File: src/rtl/fu_wb_arbiter.sv
// Write-back arbiter: one holding slot per functional unit and a round-robin grant of a single
// register-file write per cycle.
module fu_wb_arbiter #(
    parameter int unsigned NUM_FU = 5,
    parameter int unsigned DATA_W = 32,
    parameter int unsigned RD_W   = 5,
    parameter int unsigned IDX_W  = 3
) (
    input  logic                     clk,
    input  logic                     rst,
    input  logic [NUM_FU-1:0]        fu_finish,
    input  logic [NUM_FU*DATA_W-1:0] fu_data,
    input  logic [NUM_FU*RD_W-1:0]   fu_rd,
    output logic                     wb_en,
    output logic [RD_W-1:0]          wb_rd,
    output logic [DATA_W-1:0]        wb_data,
    output logic [IDX_W-1:0]         wb_fu,
    output logic [NUM_FU-1:0]        fu_hold,
    output logic                     overflow
);

    localparam logic [IDX_W:0]   NumFu   = (IDX_W+1)'(NUM_FU);
    localparam logic [IDX_W-1:0] LastIdx = IDX_W'(NUM_FU - 1);

    logic [NUM_FU-1:0] valid_q, valid_d;
    logic [DATA_W-1:0] data_q [NUM_FU];
    logic [RD_W-1:0]   rd_q   [NUM_FU];
    logic [IDX_W-1:0]  rr_ptr_q, rr_ptr_d;
    logic              overflow_q, overflow_d;

    logic              gnt_valid;
    logic [IDX_W-1:0]  gnt_idx;
    logic [IDX_W:0]    cand;
    logic [NUM_FU-1:0] gnt_oh;
    logic [NUM_FU-1:0] cap;
    logic [NUM_FU-1:0] load;

    // Round-robin search starting at rr_ptr over the registered slot state only.
    always_comb begin
        gnt_valid = 1'b0;
        gnt_idx   = '0;
        cand      = '0;
        for (int unsigned k = 0; k < NUM_FU; k++) begin
            cand = {1'b0, rr_ptr_q} + (IDX_W+1)'(k);
            if (cand >= NumFu) begin
                cand = cand - NumFu;
            end
            if (!gnt_valid && valid_q[cand[IDX_W-1:0]]) begin
                gnt_valid = 1'b1;
                gnt_idx   = cand[IDX_W-1:0];
            end
        end
    end

    always_comb begin
        gnt_oh     = gnt_valid ? (NUM_FU'(1) << gnt_idx) : '0;
        valid_d    = valid_q;
        rr_ptr_d   = rr_ptr_q;
        overflow_d = overflow_q;
        cap        = '0;
        load       = '0;
        for (int unsigned i = 0; i < NUM_FU; i++) begin
            // rd == 0 targets x0: the result is silently discarded.
            cap[i] = fu_finish[i] && (fu_rd[i*RD_W +: RD_W] != '0);
            if (cap[i] && (!valid_q[i] || gnt_oh[i])) begin
                load[i]    = 1'b1;
                valid_d[i] = 1'b1;
            end else if (gnt_oh[i]) begin
                valid_d[i] = 1'b0;
            end
            if (cap[i] && valid_q[i] && !gnt_oh[i]) begin
                overflow_d = 1'b1;
            end
        end
        if (gnt_valid) begin
            rr_ptr_d = (gnt_idx == LastIdx) ? '0 : gnt_idx + IDX_W'(1);
        end
    end

    always_ff @(posedge clk or negedge rst) begin
        if (!rst) begin
            valid_q    <= '0;
            rr_ptr_q   <= '0;
            overflow_q <= 1'b0;
        end else begin
            valid_q    <= valid_d;
            rr_ptr_q   <= rr_ptr_d;
            overflow_q <= overflow_d;
        end
    end

    // Payload needs no reset; it is only observed behind a valid bit.
    always_ff @(posedge clk) begin
        for (int unsigned i = 0; i < NUM_FU; i++) begin
            if (load[i]) begin
                data_q[i] <= fu_data[i*DATA_W +: DATA_W];
                rd_q[i]   <= fu_rd[i*RD_W +: RD_W];
            end
        end
    end

    always_comb begin
        wb_en    = gnt_valid;
        wb_fu    = gnt_idx;
        wb_rd    = gnt_valid ? rd_q[gnt_idx] : '0;
        wb_data  = gnt_valid ? data_q[gnt_idx] : '0;
        fu_hold  = valid_q;
        overflow = overflow_q;
    end

endmodule

File: config.mk
export PLATFORM = sky130hd
export DESIGN_NAME = fu_wb_arbiter
export DESIGN_NICKNAME = d
export VERILOG_FILES = /design/src/rtl/fu_wb_arbiter.sv
export SDC_FILE = /design/constraint.sdc
export NUM_CORES = 1
export LEC_CHECK = 0
export CAP_MARGIN = 15
export CORE_UTILIZATION = 50
export DETAILED_ROUTE_END_ITERATION = 8
export GPL_ROUTABILITY_DRIVEN = 0
export PLACE_DENSITY = 0.83
export SYNTH_ARGS = -nofsm -noshare
export SYNTH_HDL_FRONTEND = slang
export SYNTH_SLANG_ARGS = --single-unit
File: constraint.sdc
create_clock -name clk -period 11.15 [get_ports clk]
set_input_delay 2.23 -clock clk [delete_from_list [all_inputs] [get_ports clk]]
set_output_delay 2.23 -clock clk [all_outputs]
set_load 0.02 [all_outputs]
==> impl_metrics.tcl <==
set metrics [dict create \
    grt_overflow_total 0 \
    worst_slew_pin_slew_ns 1.14 \
    max_freq_mhz 106 \
    yosys.area.top_type "edfxtp_1" \
    synthFlopType "edfxtp_1" \
    worstSetupPathType "flip-flop to output port" \
    wl_per_cell_um 23.5 \
    ys_ff_latch 194 \
    grt_antenna_before_repair 3 \
    netlist_top_cells_area "edfxtp_1, mux2i_1, a2bb2oi_1" \
    yosys_warnings 0 \
    synthTopCellsByCount "edfxtp_1, mux2i_1, a2bb2oi_1, o21ai_1, nor2_1" \
    io_pins 239 \
    crit_fanout 57 \
    r2r_start "rr_ptr_q[0]" \
    drcViolationCount 0 \
    final-seq-area_um2 5780 \
    finalHoldWorstSlack_ns 0.550 \
    dieArea_um2 18000 \
    ys_types 70 \
    synth.most_common_cell "edfxtp_1" \
    die_h_um 134 \
    slew_viol_final 0 \
    hold_depth 2 \
    reg2reg_to "data_q[3][6]" \
    fillers 1065 \
    crit_path_end_kind "output port" \
    finalSetupViolCount 0 \
    fin_crit_sh_pct 84.6 \
    synth_area_um2 8730 \
    critPathLaunchType "flip-flop" \
    tns_ns 0 \
    ff2ff_setup_slack_ns 4.03 \
    wl_um 25000 \
    min_from "overflow" \
    worst_clock_skew_ns 0.00744 \
    r2r_cells 15 \
    rsz0062_at_grt "no" \
    first_pass_iters 5 \
    finalHoldViolCount 0 \
    synth-edff-count 185 \
    hp-class "flip-flop to flip-flop" \
    yosysSeqAreaShare_pct 66.2 \
    required_ns 8.92 \
    core_area_um2 16800 \
    synth_top_area_share_pct 63.7 \
    grt_max_degree 58 \
    cts.clk_slew.worst_paths_ns 0.06 \
    grt_pass1_vias 6807 \
    post_cts_resized 0 \
    start_util_pct 51.9 \
    dp_hpwl_um 17300 \
    fin_area_um2 11900 \
    clock-root-buffer "clkbuf_16" \
    drv_cap 0 \
    multi_input_area_um2 2750 \
    port_buffers 238 \
    row_count 47 \
    cts_hold_buf 0 \
    max_slew_margin_pct 24.0 \
    async_flop_share_pct 4.64 \
    clock_path_buffers 2 \
    insertion_delay_ns 0.43 \
    cp.arrival_ns 7.20 \
    layout.nets 1028 \
    synthCells 597 \
    drive_gt1_share_pct 6.56 \
    h-tree-depth 4 \
    die_x_um 134 \
    period_minus_slack_ns 9.43 \
    ant_nets 0 \
    via_count 6367 \
    postCtsSetupBuffers 0 \
    cts_tree "yes" \
    grt_first_pass_wirelength_um 37700 \
    status "completed" \
    numCtsBuffers 17 \
    grt_use_total_pct 28.5 \
    fin_util_pct 70.7 \
    cts_sinks 194 \
    syn_nets 799 \
    syn_avg_cell_area_um2 14.6 \
    routed_via_density 6.00 \
    place_area_um2 11300 \
    hold_end "overflow" \
    first_iter_violations 515 \
    area_delta_synth_final_pct 36.2 \
]
[flip-flops by register name (all words and copies together) (netlist names)]
register  count
data_q      160
fu_hold       5
overflow      1
rd_q         25
rr_ptr_q      3
[kinds of logic (layout without fill, tap and decap cells)]
logic type      count (synthesis)  after routing  share of synthesized area, %
flops                         194            194                          66.2
compound gates                166            166                          13.8
simple gates                   99             99                          6.09
mux                            78             78                          8.97
buf+inv                        48            290                          3.14
fa+ha+maj                      10             10                          1.52
xor+xnor                        2              2                         0.201
other cells                     0              2                             0
[layout by cell type (no fill, tap or decap), drive strengths merged, types with 9 or more instances in the layout]
cell,n
nand2,20
a2bb2oi,40
inv,15
edfxtp,185
nand2b,11
clkbuf,18
a21oi,11
ha,9
o21ai,52
clkdlybuf4s50,238
mux2i,76
nor2,21
dfrtp,9
[worst max-delay path by stage]
stage                      from  slack [ns]     endpoint  cells after the start
floorplan           rr_ptr_q[1]        4.75  wb_data[10]                     16
global route        rr_ptr_q[0]        1.38  wb_data[26]                     14
CTS                 rr_ptr_q[0]        1.82  wb_data[10]                     14
global placement    rr_ptr_q[0]        2.62     wb_rd[4]                     14
detailed placement  rr_ptr_q[0]        2.29  wb_data[10]                     14
finish              rr_ptr_q[0]        1.72  wb_data[19]                     14
[per-layer routing]
layer  global-route usage (%)  routed length, um
met1                     32.2               8920
met2                     49.9              13100
met5                        0                  0
met3                     7.48               1910
met4                     14.2                987
[critical path, cell delays in order, from the launching register on]
cell and delay (ns):
dfrtp_1 0.97, inv_1 0.46, ha_1 0.38, ha_1 0.41, a2111o_1 0.46, a211o_1 0.28, a221o_1 0.37, nor4_2 0.40
or3b_1 0.43, a31oi_4 0.92, buf_12 0.44, mux2i_1 0.28, a2bb2oi_1 0.20, o21ai_1 0.13, clkdlybuf4s50_1 0.57
[area by class of cell]
cell class                 instances  share of cell area [%]
antenna                            2                  0.0421
clock buffer                      18                    3.61
clock inverter                    14                    1.16
inverter                          13                   0.411
multi-input combinational        355                    23.1
sequential                       194                    48.6
tap                              220                    2.32
timing repair buffer             245                    20.7
[stage by stage]
step                      cells  setup slack [ns]
after floorplan             597              4.75
after global placement     1026              2.62
after detailed placement   1027              2.29
after CTS                  1059              1.82
after global routing       1061              1.38
final                      1061              1.72
Power is not shown: default switching activity piles up to over one toggle a cycle in this logic, so the estimate is an artifact.
